File: config.mk
export PLATFORM = sky130hd
export DESIGN_NAME = ex_mem_pipe
export DESIGN_NICKNAME = d
export VERILOG_FILES = /design/src/rtl/cpu_pkg.sv /design/src/rtl/flag_reg.sv /design/src/rtl/ex_mem_pipe.sv
export SDC_FILE = /design/constraint.sdc
export NUM_CORES = 1
export LEC_CHECK = 0
export BUFFER_PORTS_ARGS = -buffer_cell sky130_fd_sc_hd__buf_4
export CORE_UTILIZATION = 48
export DETAILED_ROUTE_END_ITERATION = 16
export GPL_ROUTABILITY_DRIVEN = 0
export GPL_TIMING_DRIVEN = 1
export HOLD_SLACK_MARGIN = 0.1
export PLACE_DENSITY_LB_ADDON = 0.08
export SYNTH_ARGS = -nofsm -noshare
export SYNTH_HDL_FRONTEND = slang
export SYNTH_SLANG_ARGS = --single-unit
export TNS_END_PERCENT = 20
File: constraint.sdc
create_clock -name clk -period 2.3 [get_ports clk]
set_input_delay 0.115 -clock clk [delete_from_list [all_inputs] [get_ports clk]]
set_output_delay 0.115 -clock clk [all_outputs]
set_load 0.005 [all_outputs]
File: src/rtl/cpu_pkg.sv
`default_nettype none
// ============================================================================
//  Module      : cpu_pkg
//  Description : Shared constants and types for the 16-bit core: datapath and
//                register-address widths, condition-flag bit positions and
//                the flag-vector type.
//  Revision    : 1.0 - initial release
// ============================================================================
package cpu_pkg;

    localparam int DATA_W = 16;
    localparam int REG_AW = 4;

    // Bit positions inside the architectural flag vector
    localparam int FLAG_Z = 0;
    localparam int FLAG_V = 1;
    localparam int FLAG_N = 2;

    typedef logic [2:0] flag_t;

endpackage : cpu_pkg
`default_nettype wire

File: src/rtl/flag_reg.sv
`default_nettype none
// ============================================================================
//  Module      : flag_reg
//  Description : Architectural condition-flag register (Z, V, N). The Z bit
//                and the V/N pair have independent write enables; with both
//                enables low the flags hold indefinitely.
//  Ports       : clk, rst (async, active-high)
//                z_en   - write Z from z_in
//                vn_en  - write V from v_in and N from n_in
//                flags  - current flag vector (index with FLAG_* constants)
//  Revision    : 1.0 - initial release
// ============================================================================
module flag_reg
    import cpu_pkg::*;
(
    input  logic  clk,
    input  logic  rst,
    input  logic  z_en,
    input  logic  vn_en,
    input  logic  z_in,
    input  logic  v_in,
    input  logic  n_in,
    output flag_t flags
);

    flag_t r_flags;

    always_ff @(posedge clk or posedge rst) begin
        if (rst) begin
            r_flags <= '0;
        end else begin
            if (z_en) begin
                r_flags[FLAG_Z] <= z_in;
            end
            if (vn_en) begin
                r_flags[FLAG_V] <= v_in;
                r_flags[FLAG_N] <= n_in;
            end
        end
    end

    assign flags = r_flags;

endmodule : flag_reg
`default_nettype wire

File: src/rtl/ex_mem_pipe.sv
`default_nettype none
// ============================================================================
//  Module      : ex_mem_pipe
//  Description : EX/MEM pipeline register of the 16-bit core. Captures the
//                shifter/ALU result, memory/writeback controls and store
//                data, and owns the Z/V/N condition flags read by branch
//                resolution. Edge priority: flush > stall > load.
//  Ports       : clk, rst (async, active-high), stall, flush
//                EX side : in_valid, ex_result, ex_zr, ex_ov, ex_neg, set_z,
//                          set_vn, mem_re_in, mem_we_in, wb_we_in, wb_dst_in,
//                          store_data_in
//                MEM side: out_valid, mem_result, mem_re, mem_we, wb_we,
//                          wb_dst, store_data, flag_z, flag_v, flag_n
//  Options     : EX_MEM_STALL_CNT_EN - adds a saturating 16-bit stall_cnt
//                output counting stall edges that are not flushed.
//  Revision    : 1.0 - initial release
// ============================================================================
module ex_mem_pipe #(
    parameter int DATA_W = 16,
    parameter int REG_AW = 4
) (
    input  logic              clk,
    input  logic              rst,
    input  logic              stall,
    input  logic              flush,
    input  logic              in_valid,
    input  logic [DATA_W-1:0] ex_result,
    input  logic              ex_zr,
    input  logic              ex_ov,
    input  logic              ex_neg,
    input  logic              set_z,
    input  logic              set_vn,
    input  logic              mem_re_in,
    input  logic              mem_we_in,
    input  logic              wb_we_in,
    input  logic [REG_AW-1:0] wb_dst_in,
    input  logic [DATA_W-1:0] store_data_in,
    output logic              out_valid,
    output logic [DATA_W-1:0] mem_result,
    output logic              mem_re,
    output logic              mem_we,
    output logic              wb_we,
    output logic [REG_AW-1:0] wb_dst,
    output logic [DATA_W-1:0] store_data,
    output logic              flag_z,
    output logic              flag_v,
    output logic              flag_n
`ifdef EX_MEM_STALL_CNT_EN
    ,
    output logic [15:0]       stall_cnt
`endif
);

    import cpu_pkg::*;

    logic              r_valid;
    logic [DATA_W-1:0] r_result;
    logic              r_mem_re;
    logic              r_mem_we;
    logic              r_wb_we;
    logic [REG_AW-1:0] r_wb_dst;
    logic [DATA_W-1:0] r_store_data;

    logic  w_load;
    logic  w_flag_load;
    flag_t w_flags;

    assign w_load      = !flush && !stall;
    // Only a real instruction may touch the architectural flags
    assign w_flag_load = w_load && in_valid;

    always_ff @(posedge clk or posedge rst) begin
        if (rst) begin
            r_valid      <= 1'b0;
            r_result     <= '0;
            r_mem_re     <= 1'b0;
            r_mem_we     <= 1'b0;
            r_wb_we      <= 1'b0;
            r_wb_dst     <= '0;
            r_store_data <= '0;
        end else if (flush) begin
            r_valid      <= 1'b0;
            r_result     <= '0;
            r_mem_re     <= 1'b0;
            r_mem_we     <= 1'b0;
            r_wb_we      <= 1'b0;
            r_wb_dst     <= '0;
            r_store_data <= '0;
        end else if (!stall) begin
            r_valid      <= in_valid;
            r_result     <= ex_result;
            // Gate side-effecting controls so an empty slot never acts
            r_mem_re     <= mem_re_in & in_valid;
            r_mem_we     <= mem_we_in & in_valid;
            r_wb_we      <= wb_we_in  & in_valid;
            r_wb_dst     <= wb_dst_in;
            r_store_data <= store_data_in;
        end
    end

    flag_reg u_flag_reg (
        .clk   (clk),
        .rst   (rst),
        .z_en  (w_flag_load && set_z),
        .vn_en (w_flag_load && set_vn),
        .z_in  (ex_zr),
        .v_in  (ex_ov),
        .n_in  (ex_neg),
        .flags (w_flags)
    );

`ifdef EX_MEM_STALL_CNT_EN
    logic [15:0] r_stall_cnt;

    always_ff @(posedge clk or posedge rst) begin
        if (rst) begin
            r_stall_cnt <= '0;
        end else if (stall && !flush && (r_stall_cnt != 16'hFFFF)) begin
            r_stall_cnt <= r_stall_cnt + 16'd1;
        end
    end

    assign stall_cnt = r_stall_cnt;
`endif

    assign out_valid  = r_valid;
    assign mem_result = r_result;
    assign mem_re     = r_mem_re;
    assign mem_we     = r_mem_we;
    assign wb_we      = r_wb_we;
    assign wb_dst     = r_wb_dst;
    assign store_data = r_store_data;
    assign flag_z     = w_flags[FLAG_Z];
    assign flag_v     = w_flags[FLAG_V];
    assign flag_n     = w_flags[FLAG_N];

`ifndef SYNTHESIS
    // Simultaneous load and store is an illegal encoding from decode
    a_no_re_we : assert property (@(posedge clk) disable iff (rst) !(mem_re && mem_we));
`endif

endmodule : ex_mem_pipe
`default_nettype wire

# Word-level counts from Yosys, hierarchy flattened
# Cells that the tools add are included.
# op_classes
add_sub_neg	0
multipliers	0
n_div	0
order_cmp	0
eq_ne	1
shift	0
n_mux	14
bitwise	3
n_reduce_logical	6
# op_table
op	n
$mux W16	4
$mux W1	8
$mux W4	2
$logic_and A1 B1 Y1	4
$and A1 B1 Y1	3
$logic_not A1 Y1	2
$ne A2 B1 Y1 const B	1
# totals
reg_bits	43
latchBits	0
mem_bits_rw	0
mem_bits_ro	0
inputBits	49
out_inout_bits	43
wordCells	33
memories	0

# Longest topological paths before layout
# depth
word_depth	4
depth_mapped	4
mapped_depth_nobuf	2

# Cells and area by module
# Synthesis repeated with hierarchy kept, for this count alone.
# unflattened
cells_unflattened	140
area_unflattened_um2	1784.2
# modules_own_cells
module	instances	cells_per_inst	area_per_inst_um2	seq_area_each_um2
ex_mem_pipe	1	133	1671.6	1001.0
flag_reg	1	7	112.6	75.1

# Least setup slack after synthesis
# Ideal clock, no wire load.
# synth_path
path_kind	input-to-reg
startpoint	in flush
endpoint	reg u_flag_reg.r_flags[1], in the netlist u_flag_reg.flags[1]
setup_ns	0.125
t_arrival_ns	0.901
t_required_ns	2.175
setup_slack_ns	1.274
path_stages	3
path_buffers	1
path_cell_list	buf_2 -> nor4bb_4 -> mux2_2
# synth_via
elab_chain_cells	4
# synth_rtl
item	line	source
start, declared	ex_mem_pipe.sv:25	input logic flush,
$logic_not A1 Y1	ex_mem_pipe.sv:68	assign w_load = !flush && !stall;
$logic_and A1 B1 Y1	ex_mem_pipe.sv:68	
$logic_and A1 B1 Y1	ex_mem_pipe.sv:70	assign w_flag_load = w_load && in_valid;
$logic_and A1 B1 Y1	ex_mem_pipe.sv:105	.vn_en (w_flag_load && set_vn),
end signal, assigned by index	flag_reg.sv:33	r_flags[FLAG_Z] <= z_in;
end signal, assigned by index	flag_reg.sv:36	r_flags[FLAG_V] <= v_in;
end signal, assigned by index	flag_reg.sv:37	r_flags[FLAG_N] <= n_in;
end, declared	flag_reg.sv:26	flag_t r_flags;
# Every way passes these cells.
# A chain may end at the register's enable or synchronous reset.

# Final worst setup path
# layout_path
startpoint	in in_valid
endpoint	reg r_mem_we, in the netlist mem_we
# layout_via
elab_chain_cells	3
# layout_rtl
item	line	source
start, declared	ex_mem_pipe.sv:26	input logic in_valid,
$and A1 B1 Y1	ex_mem_pipe.sv:94	r_mem_we <= mem_we_in & in_valid;
$mux W1	ex_mem_pipe.sv:89	end else if (!stall) begin
$mux W1	ex_mem_pipe.sv:81	end else if (flush) begin
end signal, assigned	ex_mem_pipe.sv:94	
end, declared	ex_mem_pipe.sv:59	logic r_mem_we;
# Every way passes these cells. The select of a mux whose other input is x is not followed.

==> results.json <==
{
  "synth_common_cells": "dfrtp_1, mux2i_1, nor2_1",
  "seqCellArea_um2": 1080,
  "wl_per_cell_um": 14.7,
  "design.die.area_um2": 3910,
  "drv_cap": 0,
  "synth-edff-count": 0,
  "drc": 0,
  "cp_slowest_cell": "dlygate4sd3_1",
  "cp_common_cell": "dlygate4sd3_1",
  "period_share_pct": 57.2,
  "die_x_um": 62.5,
  "peakVddDrop_v": 0.000388,
  "clock_skew_ns": 0,
  "syn_area_um2": 1760,
  "period_needed_ns": 1.32,
  "synth_top_cell_by_area": "dfrtp_1",
  "grt_pass1_vias": 1719,
  "portBuffers": 91,
  "cts_buffers": 5,
  "arrival_ns": 1.59,
  "slew_headroom_pct": 52.0,
  "clockBufferDepth": 2,
  "path_cells": "dlygate4sd3_1 > buf_4 > nand3b_1 > dlygate4sd3_1 > a21oi_1",
  "via_per_inst": 4.81,
  "final_area_um2": 2960,
  "clock.fmax_ghz": 0.760,
  "critPathBufInv": 3,
  "ios": 92,
  "critPathLaunch": "in_valid",
  "cts_tree": "done",
  "cpPeakStageDelay_ns": 0.57,
  "startpoint_type": "primary input",
  "grt_setup_unrepaired": "no",
  "vias": 1549,
  "worstMarginPinSlew_ns": 0.716,
  "path_delay_family": "buffers and inverters",
  "hpwlAfterDp_um": 2680,
  "crit_required_ns": 2.58,
  "synthArstFlopShare_pct": 100,
  "htreeDepth": 2,
  "drtIter0Drc": 74,
  "yosysTopAreaCellShare_pct": 61.2,
  "antenna_found_initial": 0,
  "hold_path.class": "primary input to register",
  "hp-start": "flush",
  "reg2reg_from": "mem_result[10]",
  "area_growth_pct": 68.1,
  "first_pass_iters": 4,
  "post-synth-top-count-cell": "dfrtp_1",
  "n_antenna_cell": 0,
  "ys_types": 13,
  "ys.flop_type": "dfrtp_1",
  "nets": 326,
  "grt_pass1_wl_um": 7790,
  "cts-root-buf": "clkbuf_4",
  "hold-worst-slack_ns": 0.192,
  "routed_wl_um": 4740,
  "end_kind": "register",
  "die_height_um": 62.5,
  "syn_nets": 191,
  "synth-seq-cells": 43,
  "final_hold_viol_count": 0,
  "cts.sinks": 43,
  "track_usage_pct": 26.2,
  "clk_pin_slew_ns": 0.12,
  "grt_max_degree": 46,
  "start_util_pct": 51.5,
  "synth_area_leaders": "dfrtp_1, mux2i_1, nor2_1, mux2_2, nor4bb_4",
  "place_area_um2": 2450,
  "overflow": 0,
  "core_um2": 3420,
  "placed_cells": 270,
  "cellPowerDensity_nw_per_um2": 508,
  "run_status": "completed",
  "synth-warning-count": 0,
  "crit_type": "primary input to register",
  "setup_tns_ns": 0,
  "final_cells": 322,
  "finalSetupViolations": 0,
  "drv_slew": 0,
  "post-cts-setup-buffer-count": 0,
  "multi_input_area_um2": 627,
  "synth_seq_area_share_pct": 61.2,
  "drive_above_1_share_pct": 36.6,
  "fill_cells": 191,
  "syn-instance-count": 142,
  "avgSynthCellArea_um2": 12.4,
  "rows": 21,
  "leakagePower_nw": 1.57,
  "cp_max_fo": 6,
  "clkLatencyLatePin_ns": 0.34,
  "antenna_left": 0
}
## registers in the layout (all words and copies together), names as in the netlist
name and flops:
mem_result 16, mem_we 1, store_data 16, wb_we 1, out_valid 1, u_flag_reg.flags 3, wb_dst 4, mem_re 1
## cells by family after synthesis
family | after synthesis | synth area share, %
DFF | 43 | 61.2
muxes | 40 | 23.0
and+or+nand+nor | 45 | 11.8
AOI/OAI and AO/OA | 3 | 0.853
buffers and inverters | 11 | 3.20
## power by group
group	leakage [nW]	switching (mW)	internal, mW	total, mW
clock	0.0242	0.219	0.109	0.329
sequential	0.568	0.0299	0.805	0.835
combinational	0.974	0.127	0.213	0.339
## area by class of cell
type / instances / share of cell area, %
Multi-Input combinational cell: 88 / 21.2
Inverter: 1 / 0.127
Tap cell: 46 / 1.95
Clock buffer: 6 / 1.40
Sequential cell: 43 / 36.4
Timing Repair Buffer: 138 / 38.9
## final timing paths
kind,depth (start not counted),endpoint,slack [ns]
hold reg to reg,1,u_flag_reg.flags[0],0.53
hold / removal,2,mem_result[9],0.19
min in group asynchronous,3,mem_result[15],0.37
setup / recovery,5,mem_we,0.98
max in group asynchronous,4,mem_result[0],1.24
setup reg to reg,2,mem_result[10],1.50
## layer usage
metal  track usage (%)  vias to the layer above  wire length (um)
li1                  -                      740                 -
met1              29.1                      734              1860
met2              48.2                       62              2510
met3              4.38                       13               218
met4              12.5                        0               144
met5                 0                        -                 0
## layout by cell type, fill, tap and decap left out, drive strengths merged
master / netlist / routed
buf: 6 / 92
dlygate4sd3: 0 / 46
dfrtp: 43 / 43
mux2i: 37 / 37
nor2: 37 / 37
clkbuf: 4 / 6
nand2: 3 / 3
nand3b: 3 / 3
a21oi: 3 / 3
mux2: 3 / 3
nor4bb: 2 / 2
clkinv: 0 / 1
## timing repair
item / in CTS / in global routing
resized for setup: 0 / 0
endpoints found under the hold margin: 63 / 0
hold buffers: 46 / 0
## per-stage QoR
step	utilization (%)	setup WS [ns]	total power, mW
after floorplan	-	1.18	0.961
after global placement	71.9	1.03	1.11
after global routing	86.6	0.945	1.57
final	86.6	0.984	1.50
after detailed placement	71.9	0.979	1.12
after CTS	86.6	1.03	1.49
Power figures use the tool's default switching activity.
